`src/rtl/btn_set_ctrl.sv`:
```
// btn_set_ctrl: time-set controller for the 7-segment clock.
// Turns debounced MODE/ADJ levels into the RUN -> SET_HR -> SET_MIN mode
// sequence and emits one-cycle increment pulses with long-press auto-repeat.
// An idle timeout returns the controller to RUN.
//
// Ports:
//   i_clk      - single clock
//   i_rst_n    - asynchronous active-low reset
//   i_mode     - debounced MODE level
//   i_adj      - debounced ADJ level
//   o_inc_hr   - one-cycle hour increment pulse
//   o_inc_min  - one-cycle minute increment pulse
//   o_sec_clr  - one-cycle seconds clear on entry to SET_HR
//   o_mode     - current state: 0 RUN, 1 SET_HR, 2 SET_MIN
//   o_hold     - high while not in RUN (freezes seconds)
module btn_set_ctrl #(
  parameter int unsigned LONG_PRESS    = 5_000_000,
  parameter int unsigned REPEAT_PERIOD = 2_000_000,
  parameter int unsigned IDLE_TIMEOUT  = 100_000_000,
  parameter int unsigned CNT_W         = 27
) (
  input  logic       i_clk,
  input  logic       i_rst_n,
  input  logic       i_mode,
  input  logic       i_adj,
  output logic       o_inc_hr,
  output logic       o_inc_min,
  output logic       o_sec_clr,
  output logic [1:0] o_mode,
  output logic       o_hold
);

  localparam logic [CNT_W-1:0] LongLast   = CNT_W'(LONG_PRESS - 1);
  localparam logic [CNT_W-1:0] RepeatLast = CNT_W'(REPEAT_PERIOD - 1);
  localparam logic [CNT_W-1:0] IdleLast   = CNT_W'(IDLE_TIMEOUT - 1);

  typedef enum logic [1:0] {StRun = 2'd0, StSetHr = 2'd1, StSetMin = 2'd2} state_e;
  typedef enum logic [1:0] {PhIdle, PhWait, PhRepeat, PhLocked} phase_e;

  state_e           state_q, state_d;
  phase_e           phase_q, phase_d;
  logic [CNT_W-1:0] hold_cnt_q, hold_cnt_d;
  logic [CNT_W-1:0] idle_cnt_q, idle_cnt_d;
  logic             mode_s_q, mode_p_q, adj_s_q, adj_p_q, primed_q;
  logic             inc_hr_q, inc_min_q, sec_clr_q;
  logic             inc_hr_d, inc_min_d, sec_clr_d;
  logic             mode_rise, adj_rise, in_set, inc_pulse, timeout;

  // Sampled level (s) and its previous value (p). Until primed, p tracks the
  // input directly so a button held through reset never looks like a rise.
  always_ff @(posedge i_clk or negedge i_rst_n) begin
    if (!i_rst_n) begin
      mode_s_q <= 1'b0;
      mode_p_q <= 1'b0;
      adj_s_q  <= 1'b0;
      adj_p_q  <= 1'b0;
      primed_q <= 1'b0;
    end else begin
      mode_s_q <= i_mode;
      adj_s_q  <= i_adj;
      mode_p_q <= primed_q ? mode_s_q : i_mode;
      adj_p_q  <= primed_q ? adj_s_q : i_adj;
      primed_q <= 1'b1;
    end
  end

  assign mode_rise = primed_q & mode_s_q & ~mode_p_q;
  assign adj_rise  = primed_q & adj_s_q & ~adj_p_q;
  assign in_set    = (state_q == StSetHr) || (state_q == StSetMin);

  always_comb begin
    state_d    = state_q;
    phase_d    = phase_q;
    hold_cnt_d = hold_cnt_q;
    inc_pulse  = 1'b0;
    sec_clr_d  = 1'b0;
    timeout    = 1'b0;
    if (mode_rise) begin
      // MODE wins over any ADJ activity; a held ADJ must be re-pressed.
      unique case (state_q)
        StRun: begin
          state_d   = StSetHr;
          sec_clr_d = 1'b1;
        end
        StSetHr: state_d = StSetMin;
        default: state_d = StRun;
      endcase
      phase_d    = adj_s_q ? PhLocked : PhIdle;
      hold_cnt_d = '0;
    end else if (in_set && (idle_cnt_q == IdleLast)) begin
      timeout    = 1'b1;
      state_d    = StRun;
      phase_d    = adj_s_q ? PhLocked : PhIdle;
      hold_cnt_d = '0;
    end else if (!adj_s_q) begin
      phase_d    = PhIdle;
      hold_cnt_d = '0;
    end else if (in_set) begin
      unique case (phase_q)
        PhIdle: begin
          if (adj_rise) begin
            inc_pulse  = 1'b1;
            hold_cnt_d = '0;
            phase_d    = PhWait;
          end
        end
        PhWait: begin
          if (hold_cnt_q == LongLast) begin
            inc_pulse  = 1'b1;
            hold_cnt_d = '0;
            phase_d    = PhRepeat;
          end else begin
            hold_cnt_d = hold_cnt_q + 1'b1;
          end
        end
        PhRepeat: begin
          if (hold_cnt_q == RepeatLast) begin
            inc_pulse  = 1'b1;
            hold_cnt_d = '0;
          end else begin
            hold_cnt_d = hold_cnt_q + 1'b1;
          end
        end
        default: hold_cnt_d = '0;
      endcase
    end

    inc_hr_d  = inc_pulse && (state_q == StSetHr);
    inc_min_d = inc_pulse && (state_q == StSetMin);

    if (mode_rise || inc_pulse || timeout || !in_set) begin
      idle_cnt_d = '0;
    end else begin
      idle_cnt_d = idle_cnt_q + 1'b1;
    end
  end

  always_ff @(posedge i_clk or negedge i_rst_n) begin
    if (!i_rst_n) begin
      state_q    <= StRun;
      phase_q    <= PhIdle;
      hold_cnt_q <= '0;
      idle_cnt_q <= '0;
      inc_hr_q   <= 1'b0;
      inc_min_q  <= 1'b0;
      sec_clr_q  <= 1'b0;
    end else begin
      state_q    <= state_d;
      phase_q    <= phase_d;
      hold_cnt_q <= hold_cnt_d;
      idle_cnt_q <= idle_cnt_d;
      inc_hr_q   <= inc_hr_d;
      inc_min_q  <= inc_min_d;
      sec_clr_q  <= sec_clr_d;
    end
  end

  assign o_inc_hr  = inc_hr_q;
  assign o_inc_min = inc_min_q;
  assign o_sec_clr = sec_clr_q;
  assign o_mode    = state_q;
  assign o_hold    = (state_q != StRun);

endmodule

```
`config.mk`:
```
export PLATFORM = sky130hd
export DESIGN_NAME = btn_set_ctrl
export DESIGN_NICKNAME = d
export VERILOG_FILES = /design/src/rtl/btn_set_ctrl.sv
export SDC_FILE = /design/constraint.sdc
export NUM_CORES = 1
export LEC_CHECK = 0
export BUFFER_PORTS_ARGS = -buffer_cell sky130_fd_sc_hd__buf_2
export CAP_MARGIN = 10
export CELL_PAD_IN_SITES_DETAIL_PLACEMENT = 0
export CELL_PAD_IN_SITES_GLOBAL_PLACEMENT = 1
export CORE_UTILIZATION = 53
export DETAILED_ROUTE_END_ITERATION = 10
export HOLD_SLACK_MARGIN = 0.1
export PLACE_DENSITY_LB_ADDON = 0.1
export SYNTH_ARGS = -nofsm -noshare
export SYNTH_HDL_FRONTEND = slang
export SYNTH_SLANG_ARGS = --single-unit
```
`constraint.sdc`:
```
create_clock -name i_clk -period 6 [get_ports i_clk]
set_input_delay 0.3 -clock i_clk [delete_from_list [all_inputs] [get_ports i_clk]]
set_output_delay 0.3 -clock i_clk [all_outputs]
set_load 0.005 [all_outputs]
```
# Word level (Yosys, flattened, before mapping)
# Index checks and enable logic that the tools add are counted.
dict set report totals {
  reg_bits 66
  output_inout_bits 6
  elab_cells 79
}
dict set report classes {
  n_addsub 2
  eq_ne 11
  mux 34
  n_bitwise 6
  reduce_logical 14
}
# op n
set op_table {}
lappend op_table {{$mux W27} 8}
lappend op_table {{$pmux W27 S3} 1}
lappend op_table {{$add A27 B1 Y27 const B} 2}
lappend op_table {{$eq A27 B21 Y1 const B} 1}
lappend op_table {{$eq A27 B23 Y1 const B} 1}
lappend op_table {{$eq A27 B27 Y1 const B} 1}
lappend op_table {{$mux W2} 9}
lappend op_table {{$mux W1} 13}
lappend op_table {{$ne A5 B5 Y1 const B} 2}
lappend op_table {{$pmux W2 S2} 2}
lappend op_table {{$ne A5 B1 Y1 const B} 1}
lappend op_table {{$and A1 B1 Y1} 4}
lappend op_table {{$eq A2 B1 Y1 const B} 2}
lappend op_table {{$eq A2 B2 Y1 const B} 2}
lappend op_table {{$logic_not A2 Y1} 2}
lappend op_table {{$logic_or A1 B1 Y1} 4}
lappend op_table {{$ne A4 B1 Y1 const B} 1}
lappend op_table {{$reduce_and A4 Y1} 1}
lappend op_table {{$reduce_bool A2 Y1} 2}
lappend op_table {{$logic_and A1 B1 Y1} 3}
lappend op_table {{$pmux W1 S3} 1}
lappend op_table {{$not A1 Y1} 2}
lappend op_table {{$reduce_and A2 Y1} 1}
lappend op_table {{$logic_not A1 Y1} 1}

# Longest topological paths before layout
# Gate-level depths: netlist (run 1).
dict set report depth {
  depth_word 12
  mapped_depth 10
}

# Least setup slack after synthesis (run 1)
# No wires, ideal clock.
dict set report synth_timing {
  kind {reg2reg}
  startpoint {register state_q[0] (netlist: o_mode[0])}
  endpoint {register hold_cnt_q[5]}
  arrival_ps 2058
  t_required_ps 5870
  slack_ps 3812
  path_stages_with_launch 11
  path_buffers 2
  period_less_slack_ps 2188
  cell_sequence {dfrtp_1 -> inv_1 -> ha_1 -> nor4b_1 -> nand4_1 -> o21ai_2 -> o21ai_2 -> buf_6 -> buf_6 -> a22oi_1 -> o41ai_1}
}
dict set report synth_via {
  elab_chain_cells 5
  elab_cells_between_ends 9
  cone_classes {eq/ne (4); mux (2); reduce/logical (3)}
}
# item line_no
set synth_rtl {}
lappend synth_rtl {{from (decl)} 40} ;# state_e state_q, state_d;
lappend synth_rtl {{from (signal assigned)} 140} ;# state_q <= StRun;
lappend synth_rtl {{from (signal assigned)} 148} ;# state_q <= state_d;
lappend synth_rtl {{$eq A2 B1 Y1 or $eq A2 B2 Y1 (tied branches)} 69} ;# assign in_set = (state_q == StSetHr) || (state_q == StSetMin);
lappend synth_rtl {{$logic_or A1 B1 Y1 (*)} 69}
lappend synth_rtl {{$logic_and A1 B1 Y1} 90} ;# end else if (in_set && (idle_cnt_q == IdleLast)) begin
lappend synth_rtl {{$ne A5 B5 Y1 (no line), or another cell as far along} --}
lappend synth_rtl {{$reduce_and A2 Y1 (no line) or $mux W27 (tied branches)} --}
lappend synth_rtl {{to (signal assigned)} 150} ;# hold_cnt_q <= hold_cnt_d;
lappend synth_rtl {{to (decl)} 42} ;# logic [CNT_W-1:0] hold_cnt_q, hold_cnt_d;
# Mark *: on every way between the ends. The rest lies on a longest branch, timed or not.
# A chain may end at the register's enable or synchronous reset.

# Worst setup path after layout (run 1)
dict set report layout_timing {
  startpoint {register state_q[0] (netlist: o_mode[0])}
  endpoint {register phase_q[1]}
}
dict set report layout_via {
  elab_chain_cells 5
  elab_cells_between_ends 11
  cone_classes {eq/ne (6); mux (2); reduce/logical (3)}
}
# item line_no
set layout_rtl {}
lappend layout_rtl {{$eq A2 B1 Y1 or $eq A2 B2 Y1 (tied branches)} 69}
lappend layout_rtl {{$logic_or A1 B1 Y1 (*)} 69}
lappend layout_rtl {{$logic_and A1 B1 Y1} 90}
lappend layout_rtl {{$ne A5 B1 Y1 (no line), or another cell as far along} --}
lappend layout_rtl {{$reduce_and A4 Y1 (no line) or $mux W2 (tied branches)} --}
lappend layout_rtl {{to (signal assigned)} 141} ;# phase_q <= PhIdle;
lappend layout_rtl {{to (signal assigned)} 149} ;# phase_q <= phase_d;
lappend layout_rtl {{to (decl)} 41} ;# phase_e phase_q, phase_d;
# Marks and branches as above.

==> impl_results.md, run 1 <==
* Status: finished, final reports clean
* CTS buffer count at 9
* Total global-route track usage at 0.229
* Critical path, cell by cell: inv_1, ha_1, nor4b_1, nand4_1, o21ai_2, o21ai_2, o21bai_1, mux2_2
* Hold Vio Cnt, Final at 0
* Syn_nets at 392
* Crit path max-delay cell type: o21ai_2
* Core area at 6490 um^2
* Post-CTS setup buffer count at 0
* Clk root buf: clkbuf_8
* Clock Latency Late Sink at 0.35 ns
* First-pass GRT wire length at 13.0 mm
* Max Cap Viol at 0
* Layout Skew at 0.0105 ns
* Worst slew pin tran at 1.17 ns
* Clock Sinks at 66
* Max Fclk at 331 MHz
* Leakage at 1.60 nW
* Drt initial violations at 187
* Worst reg2reg path endpoint: phase_q[1]
* Initial core utilization at 0.563
* Worst slew margin at 0.219
* Crit path DAT at 3.25 ns
* CP required at 6.23 ns
* Post-synth EDFFs at 0
* Antenna violations before repair at 0
* Cell area power density at 296 nW/um^2
* Worst R2R Start: o_mode[0]
* Post-synthesis sequential area ratio at 0.451
* Antenna-violating nets left at 0
* Seq cells post-synth at 66
* Largest net degree at the start of global routing at 67
* H-tree depth at 3
* Initial DRT Pass Iterations at 4
* ANT cells at 0
* Worst hold slack at 0.129 ns
* RePlAce Congestion at 0.782
* Die ar. at 7240 um^2
* Netlist Area Pre-Place at 3660 um^2
* Final setup violation count at 0
* Io pins at 10
* Pre-CTS WS at 2.96 ns
* CP most frequent cell: o21ai_2
* Crit path max-delay family: compound AO/OA/AOI/OAI gates
* Via count at 2,794
* Post-route DRC at 0
* Chip Width at 85.1 um
* Wirelength per Cell at 15.7 um
* Fin util at 0.609
* Post-route minimum period at 3.02 ns
* Site Rows at 29
* Layout cells sized above 1 at 0.104
* Synth Instances at 377
* CP Capture Type: flop
* Drt total wl at 7.38 mm
* Element type at the critical path start: flop
* CTS tree: built
* Final setup TNS at 0 ns
* Vias in the first global route at 2,743
* Crit Path Category: flop to flop
* Worst r2r path cells at 8
* Vias per inst at 5.93
* Clock Tree Buf Depth at 2
* Synth Flop Type: dfrtp_1
* Hold Path Class: primary input to async pin
* Placed Instances at 454
* Post-synth ARST share at 1.00
* Worst IR Drop VDD at 0.199 mV
* Synth Area per Inst at 9.70 um^2
* Port Buf Inserts at 9
* DP Wirelength at 4.82 mm
* Layout net count at 405
* R2r setup slk at 2.98 ns
* RSZ-0062 raised after global routing: no
* Grt total ovfl at 0
* Synth warn at 0
* Area Overhead vs Synth at 8.17%
* Highest cell delay on the worst timing path at 0.90 ns
* Library cells used by synthesis at 51
* Die height at 85.1 um
* Worst setup slack after layout at 2.98 ns
* Slew Viols, Final at 0
* CP bufs+invs at 1
* Period utilisation layout at 0.504
* CP Max Fanout at 29
* Non-Filler Instances at 471
* Clk pin slew, worst setup/hold paths at 0.07 ns
## worst max path at each step
stage	from	to	slack [ns]	cells past startpoint
5_1_grt	o_mode[1]	hold_cnt_q[6]	2.74	8
4_1_cts	o_mode[0]	phase_q[1]	2.95	8
6_report	o_mode[0]	phase_q[1]	2.98	8
3_5_place_dp	o_mode[0]	phase_q[1]	2.96	8
3_3_place_gp	o_mode[0]	phase_q[0]	3.03	8
2_1_floorplan	o_mode[0]	hold_cnt_q[5]	3.81	10
## final cells by class
cell class / instances / area, um^2
clock buffers: 13 / 169
clock inverters: 2 / 35.0
fillers: 582 / 2540
inverters: 19 / 71.3
multi-input cells: 282 / 1860
flip-flops and latches: 66 / 1650
well taps: 77 / 96.3
repair buffers: 12 / 72.6
## power by group
part / switching, mW / total (mW) / leakage (nW) / internal [mW]
combinational: 0.202 / 0.290 / 0.591 / 0.0880
clock: 0.166 / 0.389 / 0.106 / 0.223
sequential: 0.0233 / 0.492 / 0.904 / 0.469
## synth_stat cells (3+ instances only)
cell type | instances | share of area
o21a_1 | 3 | 0.0062
and3_1 | 12 | 0.021
and2_1 | 13 | 0.022
nor2_1 | 45 | 0.046
o21ai_0 | 4 | 0.0055
xor2_1 | 6 | 0.014
nand2b_1 | 4 | 0.0068
a22oi_1 | 20 | 0.041
buf_2 | 5 | 0.0068
o41ai_1 | 4 | 0.0096
mux2_2 | 4 | 0.012
nand4_1 | 15 | 0.026
o21ai_1 | 5 | 0.0068
nor3_1 | 5 | 0.0068
dfrtp_1 | 66 | 0.45
inv_1 | 19 | 0.019
a21oi_1 | 4 | 0.0055
and3b_1 | 3 | 0.0072
xnor2_1 | 19 | 0.045
ha_1 | 11 | 0.038
o31ai_1 | 14 | 0.029
a21boi_0 | 3 | 0.0062
nand2_1 | 22 | 0.023
nor4_1 | 4 | 0.0068
o22ai_1 | 3 | 0.0051
and4bb_2 | 3 | 0.010
nand3_1 | 25 | 0.034
buf_6 | 3 | 0.0092
## per-layer routing
| layer | vias to the layer above | GRT usage | wire length, um |
|---|---|---|---|
| met5 | - | 0 | 0 |
| met4 | 0 | 0.106 | 100 |
| met3 | 8 | 0.0321 | 277 |
| met2 | 56 | 0.349 | 3320 |
| met1 | 1342 | 0.325 | 3690 |
| li1 | 1388 | - | - |
## layout by cell type, fill, tap and decap left out, drive strengths merged, types with 4 or more instances in the layout
| master | instances |
|---|---|
| dfrtp | 66 |
| a21oi | 5 |
| nand3 | 28 |
| nand4 | 15 |
| o21ai | 11 |
| mux2 | 4 |
| o41ai | 4 |
| clkbuf | 13 |
| nor3 | 7 |
| nor2 | 45 |
| nor4 | 4 |
| xor2 | 6 |
| ha | 11 |
| buf | 10 |
| and3 | 12 |
| nand2b | 4 |
| inv | 19 |
| and2 | 14 |
| a22oi | 20 |
| o31ai | 14 |
| xnor2 | 19 |
| nand2 | 22 |
## worst reg2reg max path, stage by stage (launching register included)
cell and delay (ns):
dfrtp_1 0.41, inv_1 0.10, ha_1 0.39, nor4b_1 0.18, nand4_1 0.17, o21ai_2 0.10
o21ai_2 0.90, o21bai_1 0.28, mux2_2 0.36
## timing repair
item	in CTS	in global routing
endpoints found under the hold margin	2	0
hold buffers	2	0
gates resized for setup	0	0
## sequential cells by signal (all words and copies together) (netlist names)
register,count
o_mode,2
adj_s_q,1
o_inc_hr,1
o_sec_clr,1
idle_cnt_q,27
phase_q,2
o_inc_min,1
adj_p_q,1
primed_q,1
mode_p_q,1
hold_cnt_q,27
mode_s_q,1
## logic make-up (layout without fill, tap and decap cells)
kind of cell               count (synthesis)  after routing  share of synthesized area
DFF                                       66             66                      0.451
buffers and inverters                     29             46                     0.0397
muxes                                      4              4                     0.0123
other                                      1              1                    0.00103
and+or+nand+nor                          169            169                      0.254
xor gates and xnor gates                  25             25                     0.0598
AOI/OAI and AO/OA                         72             72                      0.144
adders and majority gates                 11             11                     0.0376
## metrics by stage
stage / total power [mW] / area [um^2]
final: 1.17 / 3960
after global placement: 0.789 / 3730
after detailed placement: 0.792 / 3730
after global routing: 1.24 / 3960
after floorplan: 0.740 / 3660
after CTS: 1.18 / 3960
Power figures use the tool's default switching activity.
==> run 2, diff against run 1 <==
- CORE_UTILIZATION: 53 -> 49
- clock period: 6 -> 3 ns (I/O delays scaled with it)
==> impl_results.md, run 2 (same netlist as run 1, synthesis figures left out) <==
* DP Wirelength at 4.99 mm (+3.5%)
* CTS buffer count at 9 (unchanged)
* CTS tree: built
* Sw frac at 0.328 (-0.00610)
* Drt total wl at 7.48 mm (+1.3%)
* Post-DP Area at 3790 um^2 (+1.5%)
* Status: finished, final reports clean
* CP bufs+invs at 1 (unchanged)
* Hold path start: i_mode
* Post-route minimum period at 2.62 ns (-0.408 ns)
* Port Buf Inserts at 9 (unchanged)
* Crit Path Category: flop to flop
* Critical path, cell by cell: inv_1, ha_1, nor4b_1, nand4_1, o21ai_2, o21ai_2, o21bai_1, mux2_2
* Period utilisation layout at 0.872 (+0.368)
* Max Cap Viol at 0 (unchanged)
* Pint at 1.63 mW (+110%)
* Cell area power density at 602 nW/um^2 (+100%)
* Pre-CTS WS at 0.410 ns (-2.55 ns)
* # resized after CTS at 0 (unchanged)
* Slew Viols, Final at 0 (unchanged)
* Layout Skew at 0.00391 ns (-0.00655 ns)
* CP required at 3.22 ns (-3.01 ns)
* Most common cell after layout, fill and taps aside: dfrtp_1
* Largest net degree at the start of global routing at 67 (unchanged)
* CP Capture Type: flop
* Sw power at 795 uW (+100%)
* RSZ-0062 raised after global routing: no
* Leakage at 1.62 nW (+1.5%)
* Via count at 2,768 (-0.93%)
* Clk pwr share at 0.334 (+0.002)
* Max Fclk at 382 MHz (+16%)
* Largest registers: hold_cnt_q x27, idle_cnt_q x27
* Most frequent cells in the layout: 66 x dfrtp_1, 45 x nor2_1, 25 x nand3_1
* Highest cell delay on the worst timing path at 0.54 ns (-0.36 ns)
* Design area at 4030 um^2 (+1.8%)
* Clock Latency Late Sink at 0.34 ns (about the same)
* Layout cells sized above 1 at 0.111 (+0.00649)
* H-tree depth at 3 (unchanged)
* CP most frequent cell: o21ai_2
* Vias in the first global route at 2,652 (-3.3%)
* Clk pin slew, worst setup/hold paths at 0.07 ns (about the same)
* Final setup violation count at 0 (unchanged)
* Clk root buf: clkbuf_8
* Clock Tree Buf Depth at 2 (unchanged)
* Antenna violations before repair at 0 (unchanged)
* Seq pwr share at 0.406 (-0.014)
* Crit path DAT at 2.84 ns (-0.41 ns)
* Hold Vio Cnt, Final at 0 (unchanged)
* Vias per inst at 5.57 (-6.1%)
* Area Overhead vs Synth at 10.1%
* Hold Path Class: primary input to flop
* Worst hold slack at 0.463 ns (+0.334 ns)
* Drt initial violations at 99 (-47%)
* First-pass GRT wire length at 12.7 mm (-2.6%)
* Worst setup slack after layout at 0.384 ns (-2.59 ns)
* Die ar. at 7820 um^2 (+8.0%)
* Worst IR Drop VDD at 0.241 mV (+21%)
* Total global-route track usage at 0.215 (-0.0143)
* Clock Sinks at 66 (unchanged)
* Crit path max-delay cell type: o21ai_2
* Wirelength per Cell at 15.0 um (-4.0%)
* Chip Width at 88.4 um (+3.9%)
* Grt total ovfl at 0 (unchanged)
* CP Max Fanout at 15 (-48%)
* Worst reg2reg path endpoint: phase_q[1]
* Worst slew pin tran at 0.842 ns (-0.329 ns)
* Worst slew margin at 0.439 (+0.219)
* R2r setup slk at 0.38 ns (-2.59 ns)
* ANT cells at 0 (unchanged)
* Core area at 7250 um^2 (+12%)
* Layout net count at 410 (+1.2%)
* Antenna-violating nets left at 0 (unchanged)
* Hold path endpoint: mode_s_q
* Post-route DRC at 0 (unchanged)
* Die height at 88.4 um (+3.9%)
* Site Rows at 31 (+6.9%)
* Initial core utilization at 0.504 (-0.0589)
* Initial DRT Pass Iterations at 4 (unchanged)
* Io pins at 10 (unchanged)
* Crit path max-delay family: compound AO/OA/AOI/OAI gates
* Comb pwr share at 0.261 (+0.014)
* Fin util at 0.555 (-0.0540)
* Element type at the critical path start: flop
* Hold Crit Depth at 2
* Worst R2R Start: o_mode[0]
* Final setup TNS at 0 ns (unchanged)
* RePlAce Congestion at 0.762 (-2.5%)
* Worst r2r path cells at 8 (unchanged)
## run 2: changes by cell type in the layout (fill, tap and decap cells not counted)
cell,change
clkbuf_8,-2
bufinv_16,+1
dlygate4sd3_1,+1
buf_4,+4
## run 2: repair_timing
item / 4_1_cts / 5_1_grt
setup buffers: 0 / 0
hold buffers: 3 / 0
hold endpoints to repair: 70 / 0
## run 2: final cells by class
| class | count | area (um^2) |
|---|---|---|
| Fill cell | 693 | 3230 |
| Multi-Input combinational cell | 282 | 1860 |
| Sequential cell | 66 | 1650 |
| Clock buffer | 11 | 141 |
| Tap cell | 99 | 124 |
| Timing Repair Buffer | 17 | 113 |
| Inverter | 19 | 71.3 |
| Clock inverter | 3 | 65.1 |
## run 2: how the worst max path moves through the flow
| stage | startpoint | to | slack [ns] | cells after the start |
|---|---|---|---|---|
| 2_1_floorplan | o_mode[0] | hold_cnt_q[5] | 0.81 | 10 |
| 3_3_place_gp | o_mode[0] | phase_q[1] | 0.50 | 8 |
| 3_5_place_dp | o_mode[0] | phase_q[1] | 0.41 | 8 |
| 4_1_cts | o_mode[0] | phase_q[1] | 0.40 | 8 |
| 5_1_grt | o_mode[0] | hold_cnt_q[10] | 0.23 | 9 |
| 6_report | o_mode[0] | phase_q[1] | 0.38 | 8 |
## run 2: stage by stage
step | cells | total power [mW]
floorplan | 377 | 1.48
global placement | 480 | 1.63
detailed placement | 480 | 1.64
CTS | 497 | 2.46
global route | 497 | 2.58
finish | 497 | 2.42
## run 2: layer usage
metal  track usage  wire (um)  vias up  part of all wire
li1              -          -     1393                 -
met1         0.291       3680     1332              0.49
met2         0.338       3470       29              0.46
met3        0.0317        161       14             0.022
met4         0.103        164        0             0.022
met5             0          0        -                 0
## run 2: power groups by stage
stage	logic, mW	clock network (mW)	registers (mW)
2_1_floorplan	0.486	0	0.993
3_3_place_gp	0.628	0	0.997
3_5_place_dp	0.635	0	1.00
4_1_cts	0.640	0.831	0.984
5_1_grt	0.713	0.873	0.991
6_report	0.632	0.810	0.983
==> run 3, diff against run 2 <==
- CORE_UTILIZATION: 49 -> 53
- clock period: 3 -> 3.32 ns (I/O delays scaled with it)
==> impl_results.md, run 3 (same netlist as run 1, synthesis figures left out) <==
* Crit path DAT at 2.91 ns (+0.07 ns)
* Clock Latency Late Sink at 0.34 ns (about the same)
* Layout cells sized above 1 at 0.108 (-0.00251)
* Design area at 3970 um^2 (-1.4%)
* Post-route DRC at 0 (unchanged)
* Cell area power density at 529 nW/um^2 (-12%)
* Vias in the first global route at 2,667 (+0.57%)
* Post-DP Area at 3740 um^2 (-1.3%)
* Clk pin slew, worst setup/hold paths at 0.07 ns (about the same)
* First-pass GRT wire length at 13.3 mm (+4.5%)
* CP required at 3.54 ns (+0.32 ns)
* CP Max Fanout at 20 (+5)
* Via count at 2,793 (+0.90%)
* Hold Path Class: primary input to async pin
* CP Launch Point: o_mode[0]
* Most frequent cells in the layout: 66 x dfrtp_1, 45 x nor2_1, 25 x nand3_1
* # resized after CTS at 0 (unchanged)
* Chip Width at 85.1 um (-3.8%)
* CP Capture Type: flop
* Drt total wl at 7.33 mm (-2.0%)
* DP Wirelength at 4.91 mm (-1.7%)
* Max Cap Viol at 0 (unchanged)
* Initial core utilization at 0.563 (+0.0589)
* Clock Tree Buf Depth at 2 (unchanged)
* Core area at 6490 um^2 (-10%)
* Leakage at 1.60 nW (-1.4%)
* RePlAce Congestion at 0.762 (-0.10%)
* Worst slew pin tran at 0.638 ns (-0.204 ns)
* Worst R2R Start: o_mode[0]
* Final setup violation count at 0 (unchanged)
* Max Fclk at 372 MHz (-2.6%)
* Initial DRT Pass Iterations at 5 (+1)
* Element type at the critical path start: flop
* GRT met2 Usage at 0.331 (-0.00708)
* Fill cell count at 564 (-19%)
* Die height at 85.1 um (-3.8%)
* Antenna-violating nets left at 0 (unchanged)
* Hold Vio Cnt, Final at 0 (unchanged)
* Post-route minimum period at 2.69 ns (+0.0701 ns)
* Port Buf Inserts at 9 (unchanged)
* Site Rows at 29 (-6.5%)
* Total global-route track usage at 0.231 (+0.0163)
* Io pins at 10 (unchanged)
* CTS tree: built
* Drt initial violations at 201 (+100%)
* Worst IR Drop VDD at 0.273 mV (+14%)
* Vias per inst at 5.88 (+5.6%)
* Clock Sinks at 66 (unchanged)
* ANT cells at 0 (unchanged)
* Status: finished, final reports clean
* Worst slew margin at 0.570 (+0.132)
* Slew Viols, Final at 0 (unchanged)
* Layout Skew at 0.00589 ns (+0.00197 ns)
* CTS buffer count at 9 (unchanged)
* Largest registers: hold_cnt_q x27, idle_cnt_q x27
* Final setup TNS at 0 ns (unchanged)
* Die ar. at 7240 um^2 (-7.4%)
* H-tree depth at 3 (unchanged)
* Largest net degree at the start of global routing at 47 (-30%)
* Antenna violations before repair at 0 (unchanged)
* Area Overhead vs Synth at 8.58%
* Wirelength per Cell at 15.4 um (+2.6%)
* RSZ-0062 raised after global routing: no
* Crit Path Category: flop to flop
* Most common cell after layout, fill and taps aside: dfrtp_1
* Grt total ovfl at 0 (unchanged)
* GR Util met1 at 0.353 (+0.0619)
* Met3 Usage GRT at 0.0389 (+0.00719)
* Layout net count at 408 (-0.49%)
* Global route hottest layer: met1
* Clk root buf: clkbuf_8
* Period utilisation layout at 0.809 (-0.0629)
## run 3: cell types whose count changed in the layout (fill, tap and decap cells not counted), sizes merged
cell | before | now
clkinv | 1 | 2
buf | 14 | 12
clkinvlp | 0 | 2
bufinv | 2 | 1
## run 3: what timing repair did
item	4_1_cts	5_1_grt
setup buffers	0	0
hold buffers	3	0
endpoints found under the setup margin	0	0
endpoints found under the hold margin	24	0
## run 3: final timing paths
check,to,slack [ns],cells past startpoint
setup / recovery,phase_q[1],0.63,9
hold / removal,o_sec_clr,0.31,2
setup reg to reg,phase_q[1],0.63,9
hold reg to reg,idle_cnt_q[0],0.49,1
max in group asynchronous,hold_cnt_q[18],2.04,3
min in group i_clk,mode_s_q,0.48,2
## run 3: worst max-delay path, cell delays in order, from the launching register on
cell      delay (ns)
dfrtp_1         0.41
inv_1           0.11
ha_1            0.39
nor4b_1         0.17
nand4_1         0.16
o21ai_2         0.10
o21ai_2         0.42
buf_8           0.25
o21bai_1        0.18
mux2_2          0.37
## run 3: report_power, final
part	total [mW]	switching (mW)	internal (mW)	leakage, nW
Clock	0.651	0.307	0.345	0.0893
Sequential	0.889	0.0421	0.847	0.904
Combinational	0.560	0.378	0.182	0.608
## run 3: metal layers
layer	up-vias	wire [um]
li1	1390	-
met1	1352	3820
met2	45	3170
met3	6	277
met4	0	60
met5	-	0
## run 3: layout make-up
cell class | count | area, um^2 | share of cell area
multi-input combinational | 282 | 1860 | 0.469
sequential | 66 | 1650 | 0.416
clock buffer | 11 | 131 | 0.0331
timing repair buffer | 15 | 105 | 0.0265
tap | 77 | 96.3 | 0.0243
inverter | 19 | 71.3 | 0.0180
clock inverter | 5 | 55.1 | 0.0139
## run 3: per-stage QoR
step | util | hold slack [ns] | power [mW] | worst slack, ns | instances
after detailed placement | 0.576 | 0.145 | 1.44 | 0.273 | 455
after global routing | 0.612 | 0.359 | 2.23 | 0.448 | 475
after global placement | 0.576 | 0.137 | 1.43 | 0.341 | 455
final | 0.612 | 0.308 | 2.10 | 0.634 | 475
after CTS | 0.609 | 0.314 | 2.10 | 0.247 | 474
after floorplan | - | -0.130 | 1.34 | 1.13 | 377
